$ cat src/rtl/multi_pulse_counter.sv
// Multi-channel pulse-edge counter: synchronised inputs, selectable edge type, wrap/saturate, atomic snapshot.
// Optional threshold interrupt enabled by defining PULSE_CNT_THRESH_EN.
module multi_pulse_counter #(
  parameter int CH_NUM      = 4,
  parameter int CNT_W       = 32,
  parameter int SYNC_STAGES = 2
) (
  input  logic                    clk,
  input  logic                    rst_n,
  input  logic [CH_NUM-1:0]       pulse,
  input  logic                    en,
  input  logic                    clr,
  input  logic [1:0]              edge_mode,
  input  logic                    sat_en,
  input  logic                    snap,
  output logic [CH_NUM*CNT_W-1:0] cnt,
  output logic [CH_NUM*CNT_W-1:0] snap_cnt,
  output logic                    snap_vld,
  output logic [CH_NUM-1:0]       ovf
`ifdef PULSE_CNT_THRESH_EN
  ,
  input  logic [CNT_W-1:0]        thresh,
  output logic [CH_NUM-1:0]       irq
`endif
);

  localparam logic [CNT_W-1:0] ONE = {{(CNT_W-1){1'b0}}, 1'b1};

  logic [SYNC_STAGES-1:0][CH_NUM-1:0] sync_q, sync_d;
  logic [CH_NUM-1:0]                  hist_q, hist_d;
  logic [CH_NUM-1:0][CNT_W-1:0]       cnt_q, cnt_d;
  logic [CH_NUM-1:0][CNT_W-1:0]       snap_cnt_q, snap_cnt_d;
  logic                               snap_vld_q, snap_vld_d;
  logic [CH_NUM-1:0]                  ovf_q, ovf_d;
  logic [CH_NUM-1:0]                  s_w, rise_w, fall_w, both_w, hit_w;

  // Increment with overflow flag in the MSB; wrap or saturate at all-ones.
  function automatic logic [CNT_W:0] inc_cnt(input logic [CNT_W-1:0] v, input logic sat);
    logic [CNT_W-1:0] nxt;
    logic             of;
    of  = &v;
    nxt = v + ONE;
    if (of && sat) nxt = v;
    return {of, nxt};
  endfunction

  always_comb begin
    sync_d = {sync_q[SYNC_STAGES-2:0], pulse};
    s_w    = sync_q[SYNC_STAGES-1];
    hist_d = s_w;
    rise_w = s_w & ~hist_q;
    fall_w = ~s_w & hist_q;
    both_w = s_w ^ hist_q;
    case (edge_mode)
      2'b00:   hit_w = rise_w;
      2'b01:   hit_w = fall_w;
      2'b10:   hit_w = both_w;
      default: hit_w = '0;
    endcase
  end

  always_comb begin
    logic [CNT_W:0] inc;
    cnt_d = cnt_q;
    ovf_d = ovf_q;
    inc   = '0;
    for (int i = 0; i < CH_NUM; i++) begin
      inc = inc_cnt(cnt_q[i], sat_en);
      if (clr) begin
        cnt_d[i] = '0;
        ovf_d[i] = 1'b0;
      end else if (en && hit_w[i]) begin
        cnt_d[i] = inc[CNT_W-1:0];
        if (inc[CNT_W]) ovf_d[i] = 1'b1;
      end
    end
  end

  // Snapshot captures the post-update value so a same-edge increment or clear is included.
  always_comb begin
    snap_cnt_d = snap_cnt_q;
    snap_vld_d = snap;
    if (snap) snap_cnt_d = cnt_d;
  end

  always_ff @(posedge clk or negedge rst_n) begin
    if (!rst_n) begin
      sync_q     <= '0;
      hist_q     <= '0;
      cnt_q      <= '0;
      snap_cnt_q <= '0;
      snap_vld_q <= 1'b0;
      ovf_q      <= '0;
    end else begin
      sync_q     <= sync_d;
      hist_q     <= hist_d;
      cnt_q      <= cnt_d;
      snap_cnt_q <= snap_cnt_d;
      snap_vld_q <= snap_vld_d;
      ovf_q      <= ovf_d;
    end
  end

  assign cnt      = cnt_q;
  assign snap_cnt = snap_cnt_q;
  assign snap_vld = snap_vld_q;
  assign ovf      = ovf_q;

`ifdef PULSE_CNT_THRESH_EN
  logic [CH_NUM-1:0] irq_q, irq_d;

  // Fires only on the edge where the count changes onto thresh, not when thresh moves onto the count.
  always_comb begin
    irq_d = irq_q;
    for (int i = 0; i < CH_NUM; i++) begin
      if (clr) irq_d[i] = 1'b0;
      else if ((thresh != '0) && (cnt_d[i] == thresh) && (cnt_d[i] != cnt_q[i])) irq_d[i] = 1'b1;
    end
  end

  always_ff @(posedge clk or negedge rst_n) begin
    if (!rst_n) irq_q <= '0;
    else        irq_q <= irq_d;
  end

  assign irq = irq_q;
`endif

endmodule

$ cat config.mk
export PLATFORM = sky130hd
export DESIGN_NAME = multi_pulse_counter
export DESIGN_NICKNAME = d
export VERILOG_FILES = /design/src/rtl/multi_pulse_counter.sv
export SDC_FILE = /design/constraint.sdc
export NUM_CORES = 1
export LEC_CHECK = 0
export CAP_MARGIN = 20
export CORE_UTILIZATION = 61
export CTS_CLUSTER_DIAMETER = 100
export CTS_CLUSTER_SIZE = 30
export DETAILED_ROUTE_END_ITERATION = 8
export DONT_BUFFER_PORTS = 1
export MAX_ROUTING_LAYER = met4
export PLACE_DENSITY_LB_ADDON = 0.08
export RECOVER_POWER = 100
export SETUP_SLACK_MARGIN = 0.2
export SYNTH_ARGS = -nofsm -noshare
export SYNTH_HDL_FRONTEND = slang
export SYNTH_SLANG_ARGS = --single-unit
$ cat constraint.sdc
create_clock -name clk -period 3.3 [get_ports clk]
set_input_delay 0.495 -clock clk [delete_from_list [all_inputs] [get_ports clk]]
set_output_delay 0.495 -clock clk [all_outputs]
set_load 0.02 [all_outputs]
==> flow_summary.yaml, run 1 <==
outcome:
  status: "finished with violations"
  violations: "hold timing"
placed_design:
  hpwl_um: 18950
  portBuffers: 0
  placedCellCount: 1315
  post_dp_cell_area_um2: 12310
  gp_congestion: 0.8255
clocking:
  cts_made_buffers: 13
  clock_sinks: 273
  cts.repair_timing.setup_buffer_count: 0
  root_buffer: "clkbuf_16"
  path_clk_slew_ns: 0.11
  post_cts_resized: 0
  clock_latency_ns: 0.48
  max-clock-path-buffers: 3
  cts_tree: "built"
  h-tree-depth: 1
grt:
  use_met1_pct: 37.72
  grt_max_degree: 274
  grt_pass1_wl_um: 44610
  grt_overflow: 0
  antenna_found_initial: 3
  grt-busiest-layer: "met2"
  grt_pass1_vias: 8093
  grtUsageMet3_pct: 10.03
  met2_usage_pct: 42.85
  gr-usage-all-layers_pct: 28.63
logic_synthesis:
  seq_area_frac_synth_pct: 56.52
  ys_async_sr_fraction_pct: 100.0
  ys.flop_type: "dfrtp_1"
  synth_edf_count: 0
  synth-seq-cells: 273
  yosysWarnings: 0
  avgSynthCellArea_um2: 11.04
  synth.distinct_cells: 53
  synth_fp_nets: 1119
  syn_inst: 1095
  syn_area_um2: 12090
sta:
  timing.hold.ws_ns: -0.3109
  hold_viol_final: 273
  skew_ns: 0.03914
  layout_min_cycle_time_ns: 2.839
  finalMaxSlewViolations: 0
  relSlewSlack_pct: 18.68
  min_period_over_period_pct: 86.03
  setup_viol: 0
  fin_setup_tns_ns: 0
  rsz0062_at_grt: "false"
  clock.fmax_ghz: 0.3522
  worst_slew_pin_slew_ns: 1.203
detailed_routing:
  viasPerCell: 6.298
  drt_first_pass_iters: 5
  wl_per_cell_um: 21.07
  wl_um: 28100
  drc_errors: 0
  drtIter0Drc: 379
  vias: 8401
  final_antenna_net_count: 0
worst_setup_path:
  crit_required_ns: 3.66
  cpMaxStageDelayCell: "or4_1"
  path_cells: "nand4_1, or4_1, o31ai_4, buf_4, nor3_1, xnor2_1, o2bb2ai_1"
  start_kind: "register"
  critical_path_arrival_ns: 3.20
  crit_family: "simple AND/OR/NAND/NOR gates"
  slowest_delay_ns: 0.68
  cp_num_buf_inv: 1
  crit_fanout: 13
  reg2reg_slack_ns: 0.46
  end_kind: "register"
  path_class: "reg2reg"
power:
  vdd_drop_max_v: 0.0004315
  p_leak_uw: 0.005469
  p_total_uw: 5289
  power_density_nw_per_um2: 418.6
finish:
  synthToLayoutAreaGrowth_pct: 4.534
  final_common_cell: "dfrtp_1"
  multiInputGateArea_um2: 4915
  final_cells: 1334
  fin_area_um2: 12630
  final_cell_mix: "dfrtp_1, nor2_1, o2bb2ai_1, xor2_1, nand3_1"
  layout.nets: 1091
  final-seq-area_um2: 6832
  fill_cells: 1541
  drive_gt1_share_pct: 3.846
  utilization_pct: 64.92
die:
  io_pins: 273
  dieWidth_um: 142.8
  dieArea_um2: 20380
  start_util_pct: 62.10
  num_rows: 51
  die_h_um: 142.8
  core_area_um2: 19460
hold_path:
  hold_class: "in2async"
run:
  cap_viol_max_count: 0
## synthesized netlist by cell type, types with 3 or more instances
library cell,instances,area (µm²)
inv_1,23,86.33
or4_1,4,30.03
and2_1,10,62.56
ha_1,12,150.1
nand3_1,62,310.3
xnor2_1,36,315.3
and4_1,12,105.1
nand4_1,59,369.1
nand2_1,39,146.4
and3_1,39,244.0
dfrtp_1,273,6832
xor2_1,81,709.4
o2bb2ai_1,113,989.7
or3_1,7,43.79
nor3_1,25,125.1
o31ai_1,5,37.54
nor2_1,152,570.6
o21ai_1,5,25.02
mux2i_1,4,40.04
nor2b_1,8,50.05
clkbuf_1,52,195.2
mux2_2,10,112.6
a31oi_1,4,25.02
a41oi_1,3,26.28
a21oi_1,8,40.04
nor4_2,5,62.56
nor4_1,10,62.56
## cell families after synthesis
group | count (synthesis) | synth area share (%)
simple gates | 452 | 19.66
flops | 273 | 56.52
compound gates | 148 | 10.25
xor+xnor | 117 | 8.478
buf+inv | 79 | 2.588
mux | 14 | 1.263
fa+ha+maj | 12 | 1.242
## final timing paths
| path | start | end | depth (start not counted) |
|---|---|---|---|
| worst max-delay path | cnt[119] | snap_cnt[114] | 7 |
| worst min-delay path | rst_n | cnt[18] | 0 |
| worst max register to register | cnt[119] | snap_cnt[114] | 7 |
| worst min register to register | sync_d[4] | hist_d[0] | 0 |
| max in group asynchronous | rst_n | snap_cnt[121] | 0 |
| min in group clk | pulse[0] | sync_d[4] | 0 |
## layer usage
metal,vias to the layer above,wire length [µm]
met2,283,12920
li1,3875,-
met4,0,414
met1,4214,11870
met3,29,2894
met5,-,0
## final cells by class
type                            instances  share of cell area, %
Multi-Input combinational cell        743                  38.90
Antenna cell                            3                0.05942
Clock buffer                           13                  2.575
Tap cell                              265                  2.624
Inverter                               24                 0.7328
Timing Repair Buffer                   12                 0.8021
Sequential cell                       273                  54.07
Clock inverter                          1                 0.2377
## sequential cells by signal (all words and copies together) (netlist names)
| name | cells |
|---|---|
| cnt | 128 |
| hist_d | 4 |
| hist_q | 4 |
| ovf | 4 |
| snap_cnt | 128 |
| snap_vld | 1 |
| sync_d | 4 |
## power by group
part | switching (µW) | internal (µW) | leakage (µW) | total (µW)
logic | 92.5 | 37.2 | 0.00152 | 130
clock network | 1030 | 735 | 0.000172 | 1760
registers | 34.6 | 3360 | 0.00378 | 3400
## metrics by stage
step	setup slack [ns]	hold WS, ns
2_1_floorplan	1.011	0.1994
3_3_place_gp	0.5919	0.2044
3_5_place_dp	0.5795	0.2042
4_1_cts	0.5407	-0.3204
5_1_grt	0.1864	-0.3397
6_report	0.4609	-0.3109
Note: power is estimated with default switching activity, not from simulation.
==> run 2, diff against run 1 <==
--- a/config.mk
+++ b/config.mk
@@ -6,7 +6,7 @@
 export NUM_CORES = 1
 export LEC_CHECK = 0
 export CAP_MARGIN = 20
-export CORE_UTILIZATION = 61
+export CORE_UTILIZATION = 45
 export CTS_CLUSTER_DIAMETER = 100
 export CTS_CLUSTER_SIZE = 30
 export DETAILED_ROUTE_END_ITERATION = 8
@@ -14,7 +14,6 @@
 export MAX_ROUTING_LAYER = met4
 export PLACE_DENSITY_LB_ADDON = 0.08
 export RECOVER_POWER = 100
-export SETUP_SLACK_MARGIN = 0.2
 export SYNTH_ARGS = -nofsm -noshare
 export SYNTH_HDL_FRONTEND = slang
 export SYNTH_SLANG_ARGS = --single-unit
==> run 2 against run 1 <==
Net effect:
- the run ends with DRC, hold timing left
- global-route usage is 5.6 points lower
- critical path depth decreased by 1
- design area increased by 1.6%
- maximum frequency is 1.9% lower
- first-iteration DRC count increased by 36%
- sequential power is essentially flat
- die area grew 35%
- clock skew is 0.018 ns lower
- clock power grew 12%
- non-clock buffer count grew 7
- count of clock-buffer cells in the layout unchanged
- power rose by 4.1%
- largest cell class unchanged
==> flow_summary.yaml, run 2 (synthesis gave the netlist of run 1 again) <==
detailed_routing:
  vias: 8374
  wl_um: 30690
  drtIter0Drc: 515
  drc_errors: 34
  wl_per_cell_um: 21.69
  final_antenna_net_count: 0
  viasPerCell: 5.918
  drt_first_pass_iters: 8
grt:
  gr-usage-all-layers_pct: 23.04
  grt_pass1_wl_um: 49490
  grt_max_degree: 274
  grt_overflow: 0
  grt_pass1_vias: 8327
  antenna_found_initial: 2
power:
  intPower_uw: 4298
  combPwrFrac_pct: 2.5
  power_density_nw_per_um2: 429.2
  seqPwrFrac_pct: 61.7
  p_leak_uw: 0.005528
  p_total_uw: 5507
  switching_share_pct: 21.96
  clkPwrFrac_pct: 35.8
  p_switching_uw: 1209
  vdd_drop_max_v: 0.0002580
die:
  num_rows: 59
  die_h_um: 165.9
  core_area_um2: 26210
  start_util_pct: 46.12
  dieArea_um2: 27520
  io_pins: 273
  dieWidth_um: 165.9
finish:
  synthToLayoutAreaGrowth_pct: 6.160
  fill_cells: 2396
  final_cells: 1415
  layout.nets: 1098
  drive_gt1_share_pct: 4.364
  final_common_cell: "dfrtp_1"
  multiInputGateArea_um2: 4920
  final-seq-area_um2: 6832
  final_cell_mix: "dfrtp_1, nor2_1, o2bb2ai_1, xor2_1, nand3_1"
sta:
  clock.fmax_ghz: 0.3457
  skew_ns: 0.02155
  hold_viol_final: 273
  fin_setup_tns_ns: 0
  min_period_over_period_pct: 87.67
  relSlewSlack_pct: 20.84
  layout_min_cycle_time_ns: 2.893
  setup_viol: 0
  finalMaxSlewViolations: 0
  worst_slew_pin_slew_ns: 1.171
  rsz0062_at_grt: "false"
  timing.hold.ws_ns: -0.3032
  setup_ws_ns: 0.4070
clocking:
  root_buffer: "clkbuf_16"
  clock_latency_ns: 0.50
  cts_made_buffers: 13
  cts_tree: "built"
  h-tree-depth: 1
  path_clk_slew_ns: 0.11
  clock_sinks: 273
  max-clock-path-buffers: 3
run:
  cap_viol_max_count: 0
placed_design:
  placedCellCount: 1389
  hpwl_um: 20150
  portBuffers: 0
  dp_slack_ns: 0.5608
  gp_congestion: 0.8226
worst_setup_path:
  start_kind: "register"
  crit_required_ns: 3.66
  crit_fanout: 7
  critical_path_arrival_ns: 3.26
  end_kind: "register"
  path_class: "reg2reg"
outcome:
  status: "finished with violations"
  violations: "DRC, hold timing"
hold_path:
  hold_class: "in2async"
[run 2: cell types whose count changed in the layout (fill, tap and decap cells not counted), sizes merged]
cell / delta
dlygate4sd3: +3
buf: +1
bufinv: +2
clkinv: -1
clkbuf: +3
clkinvlp: +1
inv: +2
[run 2: area by class of cell]
type	instances	area share, %
Inverter	24	0.7216
Tap cell	335	3.267
Sequential cell	273	53.24
Clock buffer	13	2.535
Multi-Input combinational cell	743	38.34
Antenna cell	3	0.05851
Clock inverter	5	0.6631
Timing Repair Buffer	19	1.170
[run 2: what timing repair did]
action,in CTS,in global routing
endpoints found under the hold margin,277,274
hold buffers,4,1
gates resized for setup,0,0
setup buffers,0,0
[run 2: path summary, 6_finish.rpt]
kind	startpoint	cells past startpoint	slack [ns]	to
min	rst_n	0	-0.30	cnt[16]
max in group asynchronous	rst_n	0	3.39	cnt[82]
max	cnt[104]	6	0.41	snap_cnt[111]
min reg2reg	sync_d[4]	0	0.35	hist_d[0]
min in group clk	clr	1	0.07	cnt[64]
max reg2reg	cnt[104]	6	0.41	snap_cnt[111]
[run 2: routing by layer]
metal / global-route usage [%] / up-vias / routed length, µm
met1: 30.40 / 4231 / 13720
met4: 4.632 / 0 / 443
met5: - / - / 0
met2: 34.87 / 222 / 13890
li1: - / 3896 / -
met3: 7.436 / 25 / 2633
[run 2: per-stage QoR]
step                      hold slack [ns]  instance area, µm²  utilization (%)
after floorplan                    0.1994               12090                -
after global placement             0.2054               12420            47.41
after detailed placement           0.2066               12420            47.41
after CTS                         -0.3310               12870            49.12
after global routing              -0.3442               12830            48.95
final                             -0.3032               12830            48.96
[run 2: power groups by stage]
stage | logic [µW] | clock network [µW] | registers [µW]
finish | 137 | 1970 | 3400
floorplan | 124 | 0 | 3460
global placement | 134 | 0 | 3460
CTS | 140 | 2060 | 3400
detailed placement | 134 | 0 | 3460
global route | 154 | 2160 | 3400
[run 2: worst max-delay path: stages (launching register included)]
cell and delay, ns:
dfrtp_1 0.60, nand4_1 0.23, or4_1 0.61, nor3_1 0.79, nor3_1 0.14, xnor2_1 0.28, o2bb2ai_1 0.11
